File: src/rtl/dmac_write_burst_gen.sv
// dmac_write_burst_gen
//   Splits one channel write command (dst/src address, byte count) into AXI
//   INCR burst requests for the write initiator. It counts the bursts that
//   have no B response yet and reports command completion and error once
//   every response has returned.
//
//   Optional feature macro: DMAC_WR_4K_SPLIT_EN. When it is defined, bursts
//   never cross a 4 KB boundary. When it is undefined, burst size is limited
//   only by MAX_BURST_LEN and the beats remaining.
//
//   Ports
//     clk, rst_n          clock, async active-low reset
//     cmd_*               command in (valid/ready), done pulse + error out
//     wr_req_*            registered burst request (valid/ready)
//     m_axi_b*            AXI write response channel (bready constant 1)
module dmac_write_burst_gen #(
  parameter int ADDR_WD         = 32,
  parameter int DATA_WD         = 32,
  parameter int LEN_WD          = 32,
  parameter int MAX_BURST_LEN   = 16,
  parameter int MAX_OUTSTANDING = 8,
  localparam int BYTES  = DATA_WD / 8,
  localparam int OFS_WD = $clog2(BYTES),
  localparam int CNT_WD = $clog2(MAX_OUTSTANDING + 1)
) (
  input  logic               clk,
  input  logic               rst_n,
  input  logic               cmd_valid,
  output logic               cmd_ready,
  input  logic [ADDR_WD-1:0] cmd_dst_addr,
  input  logic [ADDR_WD-1:0] cmd_src_addr,
  input  logic [LEN_WD-1:0]  cmd_bytes,
  output logic               cmd_done,
  output logic               cmd_err,
  output logic               wr_req_valid,
  input  logic               wr_req_ready,
  output logic [ADDR_WD-1:0] wr_req_addr,
  output logic [1:0]         wr_req_burst,
  output logic [7:0]         wr_req_len,
  output logic [OFS_WD-1:0]  wr_req_data_offset,
  output logic [2:0]         wr_req_size,
  output logic               wr_req_last,
  input  logic               m_axi_bvalid,
  output logic               m_axi_bready,
  input  logic [1:0]         m_axi_bresp
);

  localparam int REM_WD = LEN_WD + 1;
`ifdef DMAC_WR_4K_SPLIT_EN
  localparam bit SPLIT_4K = 1'b1;
`else
  localparam bit SPLIT_4K = 1'b0;
`endif

  typedef enum logic [1:0] {S_IDLE, S_ISSUE, S_WAIT} state_e;

  state_e              state_q, state_d;
  logic [REM_WD-1:0]   rem_q, rem_d;
  logic [ADDR_WD-1:0]  addr_q, addr_d;
  logic [7:0]          len_q, len_d;
  logic                last_q, last_d;
  logic                valid_q, valid_d;
  logic [OFS_WD-1:0]   ofs_q, ofs_d;
  logic [CNT_WD-1:0]   out_q, out_d;
  logic                err_q, err_d;
  logic                done_q, done_d;
  logic                done_err_q, done_err_d;
  logic                live_q;   // 0 only in reset: gates the constant outputs

  logic                req_fire, b_fire;
  logic [8:0]          cur_beats, nb;
  logic                unused_src;

  assign unused_src = ^cmd_src_addr[ADDR_WD-1:OFS_WD];

  // Beats for the burst starting at addr: min(rem, MAX_BURST_LEN, page beats).
  // The page term only takes effect in the 4 KB split build.
  function automatic logic [8:0] calc_beats(input logic [REM_WD-1:0]  rem,
                                            input logic [ADDR_WD-1:0] addr);
    logic [8:0]  b;
    logic [12:0] pb;
    b  = (rem < REM_WD'(MAX_BURST_LEN)) ? rem[8:0] : 9'(MAX_BURST_LEN);
    pb = 13'(4096 >> OFS_WD) - 13'(addr[11:OFS_WD]);
    if (SPLIT_4K && ({4'b0, b} > pb)) b = pb[8:0];
    return b;
  endfunction

  assign req_fire  = valid_q & wr_req_ready;
  assign b_fire    = m_axi_bvalid & live_q & (out_q != '0);
  assign cur_beats = {1'b0, len_q} + 9'd1;

  always_comb begin
    state_d    = state_q;
    rem_d      = rem_q;
    addr_d     = addr_q;
    len_d      = len_q;
    last_d     = last_q;
    valid_d    = valid_q;
    ofs_d      = ofs_q;
    out_d      = out_q;
    err_d      = err_q;
    done_d     = 1'b0;
    done_err_d = 1'b0;
    nb         = '0;

    if (req_fire && !b_fire)      out_d = out_q + CNT_WD'(1);
    else if (!req_fire && b_fire) out_d = out_q - CNT_WD'(1);
    if (b_fire && (m_axi_bresp != 2'b00)) err_d = 1'b1;

    case (state_q)
      S_IDLE: begin
        if (cmd_valid) begin
          ofs_d  = cmd_src_addr[OFS_WD-1:0];
          err_d  = 1'b0;
          addr_d = cmd_dst_addr;
          rem_d  = (REM_WD'(cmd_bytes) + REM_WD'(cmd_dst_addr[OFS_WD-1:0])
                    + REM_WD'(BYTES - 1)) >> OFS_WD;
          if (cmd_bytes == '0) begin
            state_d = S_WAIT;
          end else begin
            nb      = calc_beats(rem_d, cmd_dst_addr);
            len_d   = 8'(nb - 9'd1);
            last_d  = (REM_WD'(nb) == rem_d);
            valid_d = 1'b1;
            state_d = S_ISSUE;
          end
        end
      end
      S_ISSUE: begin
        if (req_fire) begin
          rem_d = rem_q - REM_WD'(cur_beats);
          if (last_q) begin
            valid_d = 1'b0;
            state_d = S_WAIT;
          end else begin
            // Only the first burst can be unaligned; realign before stepping.
            addr_d  = {addr_q[ADDR_WD-1:OFS_WD], {OFS_WD{1'b0}}}
                      + (ADDR_WD'(cur_beats) << OFS_WD);
            nb      = calc_beats(rem_d, addr_d);
            len_d   = 8'(nb - 9'd1);
            last_d  = (REM_WD'(nb) == rem_d);
            valid_d = (out_d != CNT_WD'(MAX_OUTSTANDING));
          end
        end else begin
          valid_d = (out_d != CNT_WD'(MAX_OUTSTANDING));
        end
      end
      S_WAIT: begin
        if (out_d == '0) begin
          done_d     = 1'b1;
          done_err_d = err_d;
          state_d    = S_IDLE;
        end
      end
      default: state_d = S_IDLE;
    endcase
  end

  always_ff @(posedge clk or negedge rst_n) begin
    if (!rst_n) begin
      state_q    <= S_IDLE;
      rem_q      <= '0;
      addr_q     <= '0;
      len_q      <= '0;
      last_q     <= 1'b0;
      valid_q    <= 1'b0;
      ofs_q      <= '0;
      out_q      <= '0;
      err_q      <= 1'b0;
      done_q     <= 1'b0;
      done_err_q <= 1'b0;
      live_q     <= 1'b0;
    end else begin
      state_q    <= state_d;
      rem_q      <= rem_d;
      addr_q     <= addr_d;
      len_q      <= len_d;
      last_q     <= last_d;
      valid_q    <= valid_d;
      ofs_q      <= ofs_d;
      out_q      <= out_d;
      err_q      <= err_d;
      done_q     <= done_d;
      done_err_q <= done_err_d;
      live_q     <= 1'b1;
    end
  end

  assign cmd_ready          = (state_q == S_IDLE);
  assign cmd_done           = done_q;
  assign cmd_err            = done_err_q;
  assign wr_req_valid       = valid_q;
  assign wr_req_addr        = addr_q;
  assign wr_req_len         = len_q;
  assign wr_req_last        = last_q;
  assign wr_req_data_offset = ofs_q;
  assign wr_req_burst       = live_q ? 2'b01 : 2'b00;
  assign wr_req_size        = live_q ? 3'(OFS_WD) : 3'd0;
  assign m_axi_bready       = live_q;

endmodule

File: config.mk
export PLATFORM = sky130hd
export DESIGN_NAME = dmac_write_burst_gen
export DESIGN_NICKNAME = d
export VERILOG_FILES = /design/src/rtl/dmac_write_burst_gen.sv
export SDC_FILE = /design/constraint.sdc
export NUM_CORES = 1
export LEC_CHECK = 0
export CAP_MARGIN = 10
export CORE_MARGIN = 2
export CORE_UTILIZATION = 40
export CTS_BUF_LIST = sky130_fd_sc_hd__clkbuf_4
export DETAILED_ROUTE_END_ITERATION = 8
export GPL_TIMING_DRIVEN = 0
export PLACE_DENSITY = 0.65
export SLEW_MARGIN = 20
export SYNTH_ARGS = -nofsm -noshare
export SYNTH_HDL_FRONTEND = slang
export SYNTH_SLANG_ARGS = --single-unit
File: constraint.sdc
create_clock -name clk -period 5.9 [get_ports clk]
set_clock_uncertainty 0.2 [all_clocks]
set_input_delay 1.475 -clock clk [delete_from_list [all_inputs] [get_ports clk]]
set_output_delay 1.475 -clock clk [all_outputs]
set_load 0.02 [all_outputs]
### After elaboration in Yosys (flattened, before gate mapping)

Cells that the tools add are included.

| word-level totals | value |
|---|---|
| flip-flop bits (word level) | 87 |
| input port bits | 103 |
| output and inout bits | 53 |
| word-level logic and storage cells | 96 |

| operators by class | value |
|---|---|
| add/sub/neg operators | 9 |
| order comparisons | 2 |
| equal/unequal tests | 11 |
| multiplexer cells | 41 |
| bitwise gates (word level) | 3 |
| reductions and logical operators | 18 |

Operators by type and width:

| operator | number |
|---|---|
| 32-bit two-way mux | 3 |
| 33-bit two-way mux | 2 |
| 33-bit one-hot mux with 2 select lines | 1 |
| 32-bit one-hot mux with 2 select lines | 1 |
| 32-bit by 2-bit adder with 33-bit output | 1 |
| 33-bit by 2-bit adder with 33-bit output, second input constant | 1 |
| 9-bit by 33-bit == test with 1-bit output | 1 |
| 33-bit by 5-bit less-than comparator with 1-bit output, second input constant | 1 |
| 33-bit by 9-bit subtractor with 33-bit output | 1 |
| 32-bit by 11-bit adder with 32-bit output | 1 |
| 32-bit zero test | 1 |
| 8-bit two-way mux | 4 |
| 9-bit by 31-bit == test with 1-bit output | 1 |
| 31-bit by 5-bit less-than comparator with 1-bit output, second input constant | 1 |
| 9-bit two-way mux | 2 |
| 1-bit two-way mux | 16 |
| 8-bit one-hot mux with 2 select lines | 1 |
| 8-bit by 1-bit subtractor with 8-bit output, second input constant | 2 |
| 2-bit two-way mux | 6 |
| 2-bit != test, second input constant | 6 |
| 4-bit AND reduction | 3 |
| 8-bit by 1-bit adder with 9-bit output, second input constant | 1 |
| 4-bit two-way mux | 2 |
| 2-bit one-hot mux with 3 select lines | 1 |
| other kinds (16) | 24 |

### Depth between registers and ports, before layout

Gate-level depths: netlist of the first run.

| depth | value |
|---|---|
| word-level depth | 9 |
| gate-level depth with buffers | 22 |
| gate-level depth less buffers | 19 |

### Least setup slack after synthesis of the first run

Ideal clock, no wire load.

| path | value |
|---|---|
| kind | input to register |
| start | in cmd_dst_addr[1] |
| end | reg len_q[2] (netlist: wr_req_len[2]) |
| setup time | 0.095 ns |
| arrival | 5.040 ns |
| data required time | 5.605 ns |
| path slack | 0.565 ns |
| cell stages on the path | 17 |
| buffers on the path | 0 |
| cells stage by stage | inv_1 > ha_1 > o21bai_1 > fa_1 > nand3b_1 > nor4_1 > nand3_1 > a211oi_1 > o211ai_1 > nor4_1 > nand2_1 > nor2_1 > nor2_1 > ha_1 > inv_1 > a21oi_1 > o31ai_1 |

| on the way | value |
|---|---|
| longest elaborated chain between the ends | 8 |

Ends and longest elaborated chain:

| what | line | source |
|---|---|---|
| start: declaration | 30 | `input logic [ADDR_WD-1:0] cmd_dst_addr,` |
| 32-bit by 2-bit adder with 33-bit output (*) | 116 | `rem_d = (REM_WD'(cmd_bytes) + REM_WD'(cmd_dst_addr[OFS_WD-1:0])` |
| 33-bit by 2-bit adder with 33-bit output (*) | 117 | `+ REM_WD'(BYTES - 1)) >> OFS_WD;` |
| 31-bit by 5-bit less-than comparator with 1-bit output | 82 | `b = (rem < REM_WD'(MAX_BURST_LEN)) ? rem[8:0] : 9'(MAX_BURST_LEN);` |
| 9-bit two-way mux (*) | 82 |  |
| 8-bit by 1-bit subtractor with 8-bit output (*) | 122 | `len_d = 8'(nb - 9'd1);` |
| 8-bit two-way mux (*) | 118 | `if (cmd_bytes == '0) begin` |
| 8-bit two-way mux (*) | 112 | `if (cmd_valid) begin` |
| 8-bit one-hot mux with 2 select lines (*) | 110 | `case (state_q)` |
| end signal: assignment | 177 | `len_q <= len_d;` |
| end: declaration | 60 | `logic [7:0] len_q, len_d;` |

Every way passes the cells marked *; elsewhere a longest branch is shown, timed or not. The select of a mux whose other input is x is not followed.
A chain may end at the register's enable or synchronous reset.

### Worst setup path in the final report of the first run

Ends and elaborated chain as after synthesis.

==> impl_metrics.ini, run 1 <==
[setup_path]
worstPathMaxFanout = 5
path_cells = clkdlybuf4s50_1 -> inv_1 -> ha_1 -> o21bai_1 -> fa_1 -> and3b_1 -> nand4_1 -> nor4_2 -> xnor2_1 -> nand4_1 -> nor4_4 -> nand2_1 -> nor2_1 -> nor2_1 -> ha_1 -> inv_1 -> a21oi_1 -> o31ai_1
crit_path_start_kind = primary input
worstSetupPathType = primary input to register
startpoint = cmd_dst_addr[1]
endpoint_kind = register
worst_ep_arrival_time_ns = 5.83
critPathSlowestCell = fa_1
cp.required_ns = 6.12
r2r-start = wr_req_len[0]
slowest_delay_ns = 0.47

[sta]
period_share = 0.951
max_slew_margin = 0.415
worstMarginPinSlew_ns = 0.870
min_period_ns = 5.61
setup_violations = 0
timing.hold.ws_ns = 0.292
slew_viol_final = 0
fmax_ghz = 0.178
final_hold_viol_count = 0

[logic_synthesis]
synth_common_cells = nand2_1, nor2_1, dfrtp_1
yosysMostFrequentCell = nand2_1
netlist-cell-type-count = 77
yosysWarnings = 0
synth_top_area_cell = dfrtp_1
synth.area.top_cells = dfrtp_1, a21oi_1, nand2_1
yosysSeqAreaShare = 0.291
ys_ff_latch = 87
synth_edf_count = 0
syn_inst = 969
synth_top_cell_area_share = 0.291
syn_area_sq_um = 7480
synthFlopType = dfrtp_1
syn_area_per_cell_sq_um = 7.72
synthArstFlopShare = 1.00

[power_and_ir_drop]
pwr-share-comb = 0.625
seqPwrFrac = 0.279
ir_drop_v = 0.000157
p_clk_frac = 0.095
internal-power_mw = 1.94
p_leak_nw = 3.51
switching_power_mw = 1.93
swShare = 0.499
powerDensity_nw_per_um2 = 424

[placed_design]
io_buffers = 113
gp_congestion = 0.999
hpwlAfterDp_mm = 20.4
dp_cells = 1319

[drt]
postRouteAntennaNets = 0
first_iter_violations = 799
via_count = 8128
finalWirelength_mm = 27.1
remaining_drc_errors = 0
firstDrtPassIters = 5
wire_per_inst_um = 20.3
via_per_inst = 6.08

[run_status]
outcome = completed

[grt]
grt_first_pass_wirelength_mm = 41.8
grt_pass1_vias = 7384
antenna_found_initial = 1
gr-total-overflow = 0
grt_max_degree = 52
grt_util_all_layers = 0.269

[clocking]
cts_inserted_buffers = 9
cts.path.max_buffers = 2
hold_buffers = 0
clkTransAtPathRegs_ns = 0.16
tritoncts = yes
clock_sinks = 87
clk_latency_ns = 0.49
cts_root_buf = clkbuf_4
htreeDepth = 3

[floorplanning]
dieArea_sq_um = 19800
io_pins = 156
fp.coreArea_sq_um = 18500
fp-row-count = 50
initial_core_util = 0.404
die_h_um = 141
die_w_um = 141

[worst_hold_path]
min_from = wr_req_data_offset[0]
hold_path.class = register to register

[finish]
drive_above_1_share = 0.0499
layout.nets = 1227
fin_cells = 1337
area_growth_syn_to_layout_pct = 22.2
fin_util = 0.493

[run]
max-cap-violations = 0
worst paths after layout:
check / end / slack, ns / cells past startpoint
min in group asynchronous: wr_req_addr[12] / 0.67 / 1
worst min-delay path: wr_req_data_offset[0] / 0.29 / 2
worst max register to register: wr_req_len[2] / 0.46 / 18
worst max-delay path: wr_req_len[2] / 0.29 / 18
max in group asynchronous: wr_req_len[3] / 4.23 / 2
worst min register to register: wr_req_data_offset[0] / 0.29 / 2
kinds of logic after synthesis:
| kind of cell | after synthesis | share of synthesized area |
|---|---|---|
| compound gates | 274 | 0.240 |
| other cells | 2 | 0.00100 |
| fa+ha+maj | 27 | 0.0482 |
| flops | 87 | 0.291 |
| simple gates | 413 | 0.279 |
| mux | 11 | 0.0154 |
| xor+xnor | 58 | 0.0679 |
| buf+inv | 97 | 0.0576 |
cells in the final DEF (no fill, tap or decap), types with 27 or more instances in the layout:
cell type	n
a21oi_1	75
and3_1	27
clkbuf_1	43
clkdlybuf4s50_1	112
dfrtp_1	87
inv_1	31
nand2_1	98
nand3_1	54
nor2_1	93
nor3_1	27
o21ai_0	52
xnor2_1	37
repair_timing:
item | in CTS | in global routing
setup endpoints to repair | 0 | 4
hold endpoints to repair | 0 | 0
gates resized for setup | 0 | 5
buffers inserted | 0 | 1
critical path: cells and delay by family:
kind,cells,cell delay [ns]
adders and majority gates,3,0.97
buffers and inverters,3,0.65
AOI/OAI and AO/OA,3,0.48
xor gates and xnor gates,1,0.25
and+or+nand+nor,8,1.98
per-layer routing:
layer,vias to the layer above,share of wire,global-route usage
li1,3827,-,-
met5,-,0,0
met1,3810,0.43,0.370
met3,54,0.096,0.0601
met4,0,0.032,0.112
met2,437,0.44,0.410
stage by stage:
stage                     setup TNS, ns  power (mW)  setup WS [ns]  area, sq um
after floorplan                       0        2.64          0.565         7480
after global placement           -30.84        3.43         -0.820         8910
after detailed placement          -1.68        3.44         -0.520         8950
after CTS                             0        3.82        0.00959         9090
after global routing            -0.0362        4.15        -0.0362         9140
final                                 0        3.87          0.290         9140
power groups by stage:
| stage | clock network [mW] | registers (mW) | logic, mW |
|---|---|---|---|
| CTS | 0.378 | 1.07 | 2.37 |
| detailed placement | 0 | 1.09 | 2.36 |
| finish | 0.369 | 1.08 | 2.42 |
| global route | 0.403 | 1.11 | 2.64 |
| floorplan | 0 | 1.16 | 1.48 |
| global placement | 0 | 1.08 | 2.35 |
final cells by class:
cell class | count | area [sq um]
antenna | 1 | 2.50
buffer | 66 | 314
clock buffer | 9 | 67.6
clock inverter | 7 | 71.3
fill | 1845 | 9380
inverter | 31 | 116
multi-input combinational | 787 | 4930
sequential | 87 | 2180
tap | 234 | 293
timing repair buffer | 115 | 1170
state kept, by name (all words and copies together), names as in the netlist:
register,flops
rem_q,33
err_q,1
out_q,4
state_q,2
wr_req_addr,32
wr_req_len,8
wr_req_valid,1
cmd_err,1
wr_req_last,1
m_axi_bready,1
wr_req_data_offset,2
cmd_done,1
Note: power is estimated with default switching activity, not from simulation.
==> run 2, diff against run 1 <==
--- a/config.mk
+++ b/config.mk
@@ -12,6 +12,7 @@
 export DETAILED_ROUTE_END_ITERATION = 8
 export GPL_TIMING_DRIVEN = 0
 export PLACE_DENSITY = 0.65
+export REMOVE_ABC_BUFFERS = 1
 export SLEW_MARGIN = 20
 export SYNTH_ARGS = -nofsm -noshare
 export SYNTH_HDL_FRONTEND = slang
==> constraint.sdc (replaced) <==
create_clock -name clk -period 5.9 [get_ports clk]
set_clock_uncertainty 0.2 [all_clocks]
set_input_delay 1.475 -clock clk [delete_from_list [all_inputs] [get_ports clk]]
set_output_delay 1.475 -clock clk [all_outputs]
set_load 0.1 [all_outputs]
==> impl_metrics.ini, run 2 (same netlist as run 1, synthesis figures left out) <==
[floorplanning]
die_h_um = 141
dieArea_sq_um = 19800
die_w_um = 141
initial_core_util = 0.404
fp.coreArea_sq_um = 18500
fp-row-count = 50
io_pins = 156

[power_and_ir_drop]
seqPwrFrac = 0.257
pwr-share-comb = 0.664
internal-power_mw = 1.89
ir_drop_v = 0.000225
switching_power_mw = 2.56
powerDensity_nw_per_um2 = 496
p_clk_frac = 0.079
total_power_mw = 4.44
p_leak_nw = 3.42
swShare = 0.575

[clocking]
cts.path.max_buffers = 2
clk_latency_ns = 0.49
tritoncts = yes
htreeDepth = 3
hold_buffers = 0
cts_inserted_buffers = 9
cts_post_setup_buffers_inserted = 0
clkTransAtPathRegs_ns = 0.13
cts_root_buf = clkbuf_4
clock_sinks = 87

[grt]
antenna_found_initial = 1
gr-total-overflow = 0
grt_pass1_vias = 6901
grt_first_pass_wirelength_mm = 37.4
grt_max_degree = 64
grt_util_all_layers = 0.233

[sta]
slew_viol_final = 0
period_share = 0.921
grt_setup_unrepaired = no
fmax_ghz = 0.184
final_hold_viol_count = 0
min_period_ns = 5.44
setup_violations = 0
max_slew_margin = 0.317
worstMarginPinSlew_ns = 1.02

[finish]
fill_cells = 1878
seqCellArea_sq_um = 2180
largest_register_ffs = 33
drive_above_1_share = 0.0440
final_common_cell = clkdlybuf4s50_1
area_growth_syn_to_layout_pct = 19.8
fin_cells = 1280
multi_input_area_sq_um = 4950
final_cell_area_sq_um = 8960
layout.nets = 1171
top_register = rem_q
final_cell_mix = clkdlybuf4s50_1, nand2_1, nor2_1, dfrtp_1, a21oi_1

[setup_path]
r2r_slack_ns = 0.47
endpoint = wr_req_len[2]
r2r_cells = 19
endpoint_kind = register
r2r-start = wr_req_len[4]
worstSetupPathType = primary input to register
startpoint = cmd_dst_addr[1]
r2r-end = wr_req_len[2]
crit_path_start_kind = primary input
worst_ep_arrival_time_ns = 5.63
worstPathMaxFanout = 6
cp.required_ns = 6.10

[placed_design]
gp_congestion = 0.933
hpwlAfterDp_mm = 17.3
io_buffers = 122
dp_cells = 1264
dpl_cell_area_sq_um = 8780

[drt]
postRouteAntennaNets = 0
firstDrtPassIters = 7
finalWirelength_mm = 23.1
via_count = 7652
wire_per_inst_um = 18.1
remaining_drc_errors = 0
first_iter_violations = 666
via_per_inst = 5.98

[run]
max-cap-violations = 0

[run_status]
outcome = completed

[worst_hold_path]
hold_path.class = register to register
run 2: cell count changes in the layout (fill, tap and decap cells not counted), moves of 2 or more:
cell             before  now
buf_6                 3    1
clkinvlp_4            1    3
clkbuf_1             43    0
nand2_1              98   96
buf_12                0    2
clkinv_4              2    0
clkdlybuf4s50_1     112  121
clkinv_2              0    2
nand2_2               0    2
buf_1                 6    0
buf_2                 3    0
clkinv_1              2    0
buf_4                10    0
run 2: layout make-up:
type / count / area share
multi-input combinational: 787 / 0.553
sequential: 87 / 0.243
timing repair buffer: 125 / 0.144
tap: 234 / 0.0327
inverter: 31 / 0.0130
clock buffer: 9 / 0.00754
clock inverter: 6 / 0.00698
antenna: 1 / 0.000279
run 2: repair_timing:
item,in CTS,in global routing
resized for setup,1,4
pin swaps,0,1
endpoints found under the setup margin,1,3
run 2: power groups by stage:
stage / Sequential, mW / Combinational [mW] / Clock, mW
3_3_place_gp: 1.13 / 2.88 / 0
2_1_floorplan: 1.90 / 1.37 / 0
4_1_cts: 1.13 / 2.93 / 0.358
6_report: 1.14 / 2.95 / 0.351
3_5_place_dp: 1.14 / 2.92 / 0
5_1_grt: 1.18 / 3.18 / 0.376
run 2: worst min-delay path by stage:
stage	startpoint	endpoint	cells after the start
finish	wr_req_data_offset[0]	wr_req_data_offset[0]	2
global route	wr_req_data_offset[1]	wr_req_data_offset[1]	2
global placement	wr_req_data_offset[0]	wr_req_data_offset[0]	2
detailed placement	wr_req_data_offset[0]	wr_req_data_offset[0]	2
CTS	wr_req_data_offset[0]	wr_req_data_offset[0]	2
floorplan	err_q	err_q	2
run 2: per-layer routing:
metal / up-vias / wire length (um) / track usage
li1: 3707 / - / -
met1: 3653 / 10900 / 0.337
met2: 258 / 10400 / 0.365
met3: 34 / 1390 / 0.0258
met4: 0 / 467 / 0.0737
met5: - / 0 / 0
run 2: stage by stage:
| stage | TNS [ns] | util | setup slack (ns) | hold slack, ns |
|---|---|---|---|---|
| final | 0 | 0.484 | 0.463 | 0.294 |
| after global routing | 0 | 0.484 | 0.0693 | 0.314 |
| after CTS | 0 | 0.482 | 0.231 | 0.298 |
| after detailed placement | -1.88 | 0.474 | -0.541 | 0.265 |
| after global placement | -25.15 | 0.469 | -0.803 | 0.256 |
| after floorplan | 0 | - | 0.567 | 0.265 |
run 2: worst max-delay path: stages:
cell and delay, ns:
clkdlybuf4s50_1 0.45, inv_1 0.06, ha_1 0.28, o21bai_1 0.18, fa_1 0.46, and3b_1 0.31, nand4_1 0.29, nor4_2 0.26
xnor2_1 0.30, nand4_1 0.27, nor4_4 0.29, nand2_1 0.20, nor2_1 0.16, nor2_1 0.07, ha_1 0.19, inv_1 0.11
a21oi_1 0.05, o31ai_1 0.22
==> variant, RTL diff (settings of run 2) <==
`MAX_OUTSTANDING`: 8 -> 4.
--- a/src/rtl/dmac_write_burst_gen.sv
+++ b/src/rtl/dmac_write_burst_gen.sv
@@ -18,7 +18,7 @@
   parameter int DATA_WD         = 32,
   parameter int LEN_WD          = 32,
   parameter int MAX_BURST_LEN   = 16,
-  parameter int MAX_OUTSTANDING = 8,
+  parameter int MAX_OUTSTANDING = 4,
   localparam int BYTES  = DATA_WD / 8,
   localparam int OFS_WD = $clog2(BYTES),
   localparam int CNT_WD = $clog2(MAX_OUTSTANDING + 1)
Behaviour: not the same (a bounded check fails within 10 cycles, from zero or initial values and one cycle with rst_n low).
==> variant against run 2 <==
  * Area after synthesis increased by 2.0%
  * Total power is 25% lower
  * Setup slack got worse by 0.25 ns
  * Sequential cell count is 1 lower
  * Wire length increased by 1.5%
  * Die area is 1.9% higher
  * Combinational power shrank 30%
  * Cell area grew 4.3%
  * Largest cell class unchanged
  * Largest power group unchanged
==> variant: results (changes against run 2) <==
- The flow ran to the end, and the final reports show no timing, DRC or antenna violations.
- The post-route minimum period was 5.69 ns (+0.254 ns).
- The number of optimization iterations in the first detailed-route pass is 5 (-2).
- The number of placed instances with taps included was 1293 (+2.3%).
- The worst slack at placement is -0.973 ns (-0.431 ns).
- The proportion of layout cells with a drive suffix above 1 is 7.02% (+2.6 points).
- The number of nets in the layout came to 1209 (+3.2%).
- The share of final layout cell area taken by non-clock buffers is 15.3% (+0.89 points).
- The switching power is 1.72 mW (-33%).
- The count of fill cells added during filler insertion came to 1829 (-2.6%).
- The post-place instance area was 9050 um^2 (+3.0%).
- The via count of the first global-routing pass is 7101 (+2.9%).
- The sequential cell count of the final layout is 86 (-1.1%).
- The critical path launch point is cmd_bytes[1].
- The wire length of the first global-routing pass is 37800 um (+0.94%).
- The delay of the slowest critical-path stage is 0.60 ns (+0.14 ns).
- The routed wire length is 23500 um (+1.5%).
- The clock power share is 12.1% (+4.2 points).
- The internal power is 1.60 mW (-15%).
- The remaining max-slew budget at the tightest pin was 32.7% (+1.0 points).
- The cell leakage power came to 3.63 nW (+6.3%).
- The placer congestion estimate is 0.903 (-3.3%).
- The sequential element share of the synthesized area came to 28.2% (-0.89 points).
- The number of design-rule violations left by the first detailed-router iteration is 541 (-19%).
- The biggest fanout along the worst timing path is 5 (-1).
- The non-clock inverter count in the final layout was 34 (+9.7%).
- The portion of total power attributed to combinational logic is 62.1% (-4.3 points).
- The clock network area share is 1.70% (+0.25 points).
- The commonest cells after synthesis are sky130_fd_sc_hd__nand2_1, sky130_fd_sc_hd__a21oi_1, sky130_fd_sc_hd__nor2_1, sky130_fd_sc_hd__dfrtp_1, sky130_fd_sc_hd__o21ai_0.
- The average routed wire per standard cell came to 17.8 um (-1.5%).
- For hold timing, the worst endpoint is wr_req_data_offset[1]$_DFFE_PN0P_.
- The antenna cell count is 2 (+1).
- The area share of fa/ha/maj cells after synthesis is 5.15% (+0.33 points).
- The worst endpoint data arrival time was 5.95 ns (+0.32 ns).
- The total of plain and repair buffers excluding clock buffers is 136 (+8.8%).
- The synthesized-area fraction occupied by xor and xnor cells came to 5.51% (-1.3 points).
- The final-layout worst hold slack is 0.303 ns (+0.00923 ns).
- The estimated wirelength of the detail-placed design came to 17800 um (+3.4%).
- The number of library cell types mapped by synthesis is 82 (+6.5%).
- The average footprint of a synthesized cell is 7.68 um^2 (-0.51%).
variant: cell count changes in the layout (fill, tap and decap cells not counted), moves of 6 or more:
cell                      delta
sky130_fd_sc_hd__a21oi_1    +19
sky130_fd_sc_hd__and3_1      -7
sky130_fd_sc_hd__and4_1      +7
sky130_fd_sc_hd__buf_4       +8
sky130_fd_sc_hd__nand2_1    +12
sky130_fd_sc_hd__nand3_1    -12
sky130_fd_sc_hd__nor2_1      -7
sky130_fd_sc_hd__nor3_1      +6
sky130_fd_sc_hd__o22a_1      -7
sky130_fd_sc_hd__o22ai_1    +11
sky130_fd_sc_hd__or3_1       +6
sky130_fd_sc_hd__xnor2_1     -7
variant: layer usage:
layer,global-route usage (%),share of wire [%],wire [um]
met1,32.3,47,11000
met2,36.6,45,10400
met3,3.47,5.4,1280
met4,9.37,3.0,692
met5,0,0,0
variant: repair_timing:
action / in CTS / in global routing
buffers inserted: 2 / 6
pin swaps: 2 / 4
hold buffers: 0 / 0
setup endpoints to repair: 5 / 3
resized for setup: 5 / 8
